==> config.mk <==
export PLATFORM = sky130hd
export DESIGN_NAME = ifetch_ctrl_flat
export DESIGN_NICKNAME = d
export VERILOG_FILES = /design/src/rtl/ifetch_pkg.sv /design/src/rtl/ifetch_ctrl_if.sv /design/src/rtl/ifetch_ctrl_fifo.sv /design/src/rtl/ifetch_ctrl.sv /design/src/flat_wrapper.sv
export SDC_FILE = /design/constraint.sdc
export NUM_CORES = 1
export LEC_CHECK = 0
export CORE_MARGIN = 2
export CORE_UTILIZATION = 35
export CTS_CLUSTER_SIZE = 10
export DETAILED_ROUTE_END_ITERATION = 8
export PLACE_DENSITY = 0.66
export SLEW_MARGIN = 15
export SYNTH_ARGS = -nofsm -noshare
export SYNTH_HDL_FRONTEND = slang
export SYNTH_SLANG_ARGS = --single-unit
==> constraint.sdc <==
create_clock -name clk -period 2.75 [get_ports clk]
set_input_delay 0.55 -clock clk [delete_from_list [all_inputs] [get_ports clk]]
set_output_delay 0.55 -clock clk [all_outputs]
set_load 0.01 [all_outputs]
==> src/rtl/ifetch_pkg.sv <==
// Shared types and helpers for the instruction-fetch sequencer.
package ifetch_pkg;

    typedef enum logic [1:0] {
        IDLE  = 2'd0,
        FETCH = 2'd1,
        FAULT = 2'd2
    } fetch_state_e;

    typedef struct packed {
        logic [31:0] pc;
        logic [31:0] inst;
    } fetch_entry_t;

    localparam int unsigned INST_BYTES = 4;

    // Word-aligned and inside the IMEM word range.
    function automatic logic in_range(input logic [31:0] addr, input int unsigned words);
        return (addr[1:0] == 2'b00) && (32'(addr[31:2]) < 32'(words));
    endfunction

endpackage

==> src/rtl/ifetch_ctrl_if.sv <==
// Fetch-to-decode valid/ready channel carrying {pc, inst}.
interface ifetch_out_if;
    logic        valid;
    logic        ready;
    logic [31:0] pc;
    logic [31:0] inst;

    modport master (output valid, output pc, output inst, input ready);
    modport slave  (input valid, input pc, input inst, output ready);
endinterface

==> src/rtl/ifetch_ctrl_fifo.sv <==
// Synchronous prefetch FIFO; flush overrides push and pop in the same cycle.
module fetch_fifo #(
    parameter int  DEPTH = 4,
    parameter type T     = logic [63:0]
) (
    input  logic                       clk,
    input  logic                       rst_n,
    input  logic                       push_i,
    input  logic                       pop_i,
    input  logic                       flush_i,
    input  T                           data_i,
    output T                           data_o,
    output logic                       full_o,
    output logic                       empty_o,
    output logic [$clog2(DEPTH+1)-1:0] count_o
);
    localparam int PW = $clog2(DEPTH);
    localparam int CW = $clog2(DEPTH+1);

    T                mem_q [DEPTH];
    logic [PW-1:0]   wr_ptr_q, rd_ptr_q;
    logic [CW-1:0]   count_q;
    logic            do_push, do_pop;

    assign full_o  = (count_q == CW'(DEPTH));
    assign empty_o = (count_q == '0);
    assign count_o = count_q;
    assign data_o  = mem_q[rd_ptr_q];

    // A full FIFO still accepts a push when the head leaves the same cycle.
    assign do_pop  = pop_i && !empty_o;
    assign do_push = push_i && (!full_o || do_pop);

    always_ff @(posedge clk or negedge rst_n) begin
        if (!rst_n) begin
            wr_ptr_q <= '0;
            rd_ptr_q <= '0;
            count_q  <= '0;
            for (int i = 0; i < DEPTH; i++) mem_q[i] <= '0;
        end else if (flush_i) begin
            wr_ptr_q <= '0;
            rd_ptr_q <= '0;
            count_q  <= '0;
        end else begin
            if (do_push) begin
                mem_q[wr_ptr_q] <= data_i;
                wr_ptr_q        <= wr_ptr_q + PW'(1);
            end
            if (do_pop) rd_ptr_q <= rd_ptr_q + PW'(1);
            count_q <= count_q + CW'(do_push) - CW'(do_pop);
        end
    end

endmodule

==> src/rtl/ifetch_ctrl.sv <==
// Instruction-fetch sequencer: owns the PC, fills the prefetch FIFO from IMEM,
// handles redirects, start/halt and sticky fetch faults.
module ifetch_ctrl
    import ifetch_pkg::*;
#(
    parameter logic [31:0] RESET_PC   = 32'h0000_0000,
    parameter int          DEPTH      = 4,
    parameter int          IMEM_WORDS = 1001
) (
    input  logic          clk,
    input  logic          rst_n,
    input  logic          start_i,
    input  logic          halt_req_i,
    input  logic          redirect_valid_i,
    input  logic [31:0]   redirect_pc_i,
    output logic [31:0]   imem_addr_o,
    input  logic [31:0]   imem_inst_i,
    ifetch_out_if.master  dec,
    output logic          busy_o,
    output logic          fault_o,
    output logic [31:0]   fault_pc_o
);
    localparam int CW = $clog2(DEPTH+1);

    fetch_state_e  state_q;
    logic [31:0]   pc_q;
    logic          busy_q, fault_q;
    logic [31:0]   fault_pc_q;

    logic          redir_acc, redir_flt, halt_acc, seq_flt, push, pop;
    logic          fifo_full, fifo_empty;
    logic [CW-1:0] fifo_cnt;
    fetch_entry_t  wr_entry, head;

    assign redir_acc = redirect_valid_i && (state_q != FAULT);
    assign redir_flt = redir_acc && !in_range(redirect_pc_i, IMEM_WORDS);
    assign halt_acc  = (state_q == FETCH) && halt_req_i;
    assign seq_flt   = (state_q == FETCH) && !redir_acc && !halt_req_i
                     && !(32'(pc_q[31:2]) < 32'(IMEM_WORDS));

    // Decode must not consume in a redirect cycle: the head is about to be flushed.
    assign dec.valid = (fifo_cnt != '0) && !redirect_valid_i;
    assign pop       = dec.ready && !fifo_empty && !redirect_valid_i;
    assign push      = (state_q == FETCH) && !redir_acc && !halt_req_i && !seq_flt
                     && (!fifo_full || pop);

    assign wr_entry    = '{pc: pc_q, inst: imem_inst_i};
    assign dec.pc      = head.pc;
    assign dec.inst    = head.inst;
    assign imem_addr_o = pc_q;
    assign busy_o      = busy_q;
    assign fault_o     = fault_q;
    assign fault_pc_o  = fault_pc_q;

    fetch_fifo #(.DEPTH(DEPTH), .T(fetch_entry_t)) u_fifo (
        .clk     (clk),
        .rst_n   (rst_n),
        .push_i  (push),
        .pop_i   (pop),
        .flush_i (redir_acc),
        .data_i  (wr_entry),
        .data_o  (head),
        .full_o  (fifo_full),
        .empty_o (fifo_empty),
        .count_o (fifo_cnt)
    );

    // Branch order encodes the same-cycle priority; FAULT is only left by reset.
    always_ff @(posedge clk or negedge rst_n) begin
        if (!rst_n) begin
            state_q    <= IDLE;
            pc_q       <= RESET_PC;
            busy_q     <= 1'b0;
            fault_q    <= 1'b0;
            fault_pc_q <= '0;
        end else if (redir_flt) begin
            state_q    <= FAULT;
            busy_q     <= 1'b0;
            fault_q    <= 1'b1;
            fault_pc_q <= redirect_pc_i;
        end else if (redir_acc) begin
            pc_q <= redirect_pc_i;
            if (state_q == IDLE && start_i) begin
                state_q <= FETCH;
                busy_q  <= 1'b1;
            end
        end else if (halt_acc) begin
            state_q <= IDLE;
            busy_q  <= 1'b0;
        end else if (seq_flt) begin
            state_q    <= FAULT;
            busy_q     <= 1'b0;
            fault_q    <= 1'b1;
            fault_pc_q <= pc_q;
        end else begin
            if (push) pc_q <= pc_q + 32'(INST_BYTES);
            if (state_q == IDLE && start_i) begin
                state_q <= FETCH;
                busy_q  <= 1'b1;
            end
        end
    end

endmodule

==> src/flat_wrapper.sv <==
// flat-port wrapper written by rule: the top's interface ports become plain ports
module ifetch_ctrl_flat import ifetch_pkg::*;
#(
    parameter logic [31:0] RESET_PC   = 32'h0000_0000,
    parameter int          DEPTH      = 4,
    parameter int          IMEM_WORDS = 1001
)
  (clk, rst_n, start_i, halt_req_i, redirect_valid_i, redirect_pc_i, imem_addr_o, imem_inst_i, busy_o, fault_o, fault_pc_o, dec_valid, dec_pc, dec_inst, dec_ready);
  ifetch_out_if dec_i ();
  input  logic clk;
  input  logic rst_n;
  input  logic start_i;
  input  logic halt_req_i;
  input  logic redirect_valid_i;
  input  logic [31:0] redirect_pc_i;
  output logic [31:0] imem_addr_o;
  input  logic [31:0] imem_inst_i;
  output logic busy_o;
  output logic fault_o;
  output logic [31:0] fault_pc_o;
  output wire logic [$bits(dec_i.valid)-1:0] dec_valid;
  output wire logic [$bits(dec_i.pc)-1:0] dec_pc;
  output wire logic [$bits(dec_i.inst)-1:0] dec_inst;
  input wire logic [$bits(dec_i.ready)-1:0] dec_ready;
  assign dec_valid = dec_i.valid;
  assign dec_pc = dec_i.pc;
  assign dec_inst = dec_i.inst;
  assign dec_i.ready = dec_ready;
  ifetch_ctrl #(.RESET_PC(RESET_PC), .DEPTH(DEPTH), .IMEM_WORDS(IMEM_WORDS)) u_core (.clk(clk), .rst_n(rst_n), .start_i(start_i), .halt_req_i(halt_req_i), .redirect_valid_i(redirect_valid_i), .redirect_pc_i(redirect_pc_i), .imem_addr_o(imem_addr_o), .imem_inst_i(imem_inst_i), .dec(dec_i), .busy_o(busy_o), .fault_o(fault_o), .fault_pc_o(fault_pc_o));
endmodule
==> flow_metrics.env, run 1 <==
export IMPL_synth_seq_cells=331
export IMPL_wl_per_cell_um=19.72
export IMPL_finalSetupViolations=0
export IMPL_min_path_type="reg2reg"
export IMPL_place_ws_ps=-270.3
export IMPL_grt_pass1_vias=9965
export IMPL_ys_types=48
export IMPL_initial_core_util_pct=35.46
export IMPL_fin_util_pct=45.94
export IMPL_netlist_area_sq_um=14840
export IMPL_clk_path_buf_depth=3
export IMPL_layout_common_cells="dfrtp_1, mux2_4, clkdlybuf4s50_1"
export IMPL_io_buffers=200
export IMPL_vias=8922
export IMPL_cts_buffers=40
export IMPL_die_h_um=209.9
export IMPL_drc=0
export IMPL_synth_cells=976
export IMPL_die_area_sq_um=44060
export IMPL_fillers=3693
export IMPL_synth_top_area_cell="dfrtp_1"
export IMPL_endpoint_kind="output port"
export IMPL_mostFrequentLayoutCell="dfrtp_1"
export IMPL_firstDrtPassIters=5
export IMPL_drt_total_wl_um=35320
export IMPL_critPathLaunchType="flip-flop"
export IMPL_antenna_found_initial=0
export IMPL_relSlewSlack_pct=66.26
export IMPL_postPlaceCellArea_sq_um=18000
export IMPL_p_per_area_nw_per_um2=599.4
export IMPL_clock_sinks=331
export IMPL_ant_nets=0
export IMPL_slew_viol_final=0
export IMPL_syn_area_per_cell_sq_um=15.20
export IMPL_fin_crit_sh_pct=97.81
export IMPL_fin_area_sq_um=19230
export IMPL_status="complete, no violations"
export IMPL_cts_tree="done"
export IMPL_grt_total_usage_pct=16.41
export IMPL_setup_tns_ps=0
export IMPL_arrival_ps=2140
export IMPL_synth_edf_count=0
export IMPL_synthArstFlopShare_pct=100.0
export IMPL_worstMarginPinSlew_ps=506.0
export IMPL_nets=1317
export IMPL_clockRootBuffer="clkbuf_16"
export IMPL_design_core_area_sq_um=41850
export IMPL_grt_pass1_wl_um=57290
export IMPL_antennaDiodeCount=0
export IMPL_required_ps=2200
export IMPL_seq_area_frac_synth_pct=55.82
export IMPL_drv_cap=0
export IMPL_finalCriticalPeriod_ps=2690
export IMPL_power_total_mw=11.52
export IMPL_hpwlAfterDp_um=23010
export IMPL_grt_max_degree=77
export IMPL_ys_warnings_count=0
export IMPL_worst_slack_ps=60.31
export IMPL_clock_skew_ps=22.25
export IMPL_die_w_um=209.9
export IMPL_gp_congestion=0.8015
export IMPL_row_count=75
export IMPL_yosys_top_cells_area="dfrtp_1, mux2_4, mux4_2"
export IMPL_drive_gt1_share_pct=30.59
export IMPL_drt_iter0_drc=430
export IMPL_grt_ovfl_total=0
export IMPL_max_freq_mhz=371.8
export IMPL_clkTransAtPathRegs_ps=60
export IMPL_critPathMaxFanout=12
export IMPL_clkLatencyLatePin_ps=540
export IMPL_area_growth_pct=29.57
export IMPL_ys_flop_type="dfrtp_1"
export IMPL_rsz0062_at_grt="yes"
export IMPL_ctsHtreeMaxLevel=2
export IMPL_io_pins=201
export IMPL_worstSetupPathType="reg2out"
export IMPL_p_leak_nw=9.828
export IMPL_synth_top_cell_area_share_pct=55.82
export IMPL_syn_num_nets=1055
export IMPL_peakVddDrop_mv=0.4509
export IMPL_viasPerCell=4.982
export IMPL_hold_viol=0
kinds of logic after synthesis:
kind of cell    Yosys count  synth area share (%)
fa+ha+maj                 9                0.8095
simple gates            209                 8.035
xor+xnor                  4                0.2361
compound gates           84                 3.390
mux                     266                 28.87
buf+inv                  73                 2.841
flops                   331                 55.82
where the power goes:
part	switching, mW	total, mW	leakage, nW	internal [mW]
combinational	0.852	1.72	4.68	0.865
sequential	0.0511	4.98	4.58	4.93
clock	1.94	4.82	0.568	2.89
repair_timing:
item	in CTS	in global routing
hold buffers	1	0
buffers inserted	6	0
resized for setup	75	19
endpoints found under the hold margin	56	0
cloned	0	1
endpoints found under the setup margin	64	151
routing by layer:
| layer | wire length, um | vias up | global-route usage [%] |
|---|---|---|---|
| met4 | 640 | 0 | 4.280 |
| met3 | 2156 | 49 | 4.055 |
| met2 | 16120 | 225 | 25.42 |
| li1 | - | 4001 | - |
| met5 | 0 | - | 0 |
| met1 | 16400 | 4647 | 23.12 |
critical path: stages, from the launching register on:
cell           delay (ps)
dfrtp_4               440
buf_12                150
buf_12                170
mux4_2                530
dlygate4sd2_1         300
area by class of cell:
type	instances	area [sq um]	area share [%]
Clock buffer	53	1112	5.785
Clock inverter	3	51.30	0.2668
Inverter	12	45.04	0.2343
Multi-Input combinational cell	572	6142	31.95
Sequential cell	331	8290	43.12
Tap cell	539	674.4	3.508
Timing Repair Buffer	281	2912	15.14
cells in the mapped netlist, types with 4 or more instances:
cell and count:
and2_1 106, a21oi_1 47, a31oi_1 6, nand2_8 4
mux2_4 160, nor4_1 10, dfrtp_1 331, nand3_1 10
nor3_1 5, inv_1 12, nand2_1 18, buf_6 17
mux2i_1 26, buf_2 10, ha_1 8, nand2b_1 4
mux2_2 16, clkbuf_1 29, o21ai_0 9, nor2_1 44
mux4_2 64
sequential cells by signal, summed over array words and instances (netlist names):
name and count:
u_core.busy_o 1, u_core.u_fifo.mem_q 256, u_core.u_fifo.wr_ptr_q 2, u_core.fault_o 1
u_core.u_fifo.count_o 3, u_core.state_q 2, u_core.imem_addr_o 32, u_core.u_fifo.rd_ptr_q 2
u_core.fault_pc_o 32
worst paths after layout:
path	from	end	slack [ps]	cells after the start
setup / recovery	u_core.u_fifo.rd_ptr_q[0]	dec_pc[4]	60	4
hold / removal	u_core.u_fifo.mem_q[56]	u_core.u_fifo.mem_q[56]	470	1
setup reg to reg	u_core.imem_addr_o[17]	u_core.u_fifo.count_o[2]	140	11
hold reg to reg	u_core.u_fifo.mem_q[56]	u_core.u_fifo.mem_q[56]	470	1
max in group asynchronous	rst_n	u_core.u_fifo.mem_q[226]	1370	3
min in group asynchronous	rst_n	u_core.u_fifo.mem_q[132]	560	2
per-stage QoR:
stage / hold WS [ps] / instances
2_1_floorplan: 254.4 / 976
3_3_place_gp: 456.6 / 1727
3_5_place_dp: 451.3 / 1727
4_1_cts: 474.1 / 1790
5_1_grt: 493.5 / 1791
6_report: 474.4 / 1791
No activity file was read; power rests on OpenSTA's default activity.
==> inputs of run 2 (changes only) <==
--- a/config.mk
+++ b/config.mk
@@ -9,6 +9,7 @@
 export CORE_UTILIZATION = 35
 export CTS_CLUSTER_SIZE = 10
 export DETAILED_ROUTE_END_ITERATION = 8
+export HOLD_SLACK_MARGIN = 0.06
 export PLACE_DENSITY = 0.66
 export SLEW_MARGIN = 15
 export SYNTH_ARGS = -nofsm -noshare
==> results of run 2 <==
The final DEF is identical to that of run 1; final timing and power are the same.
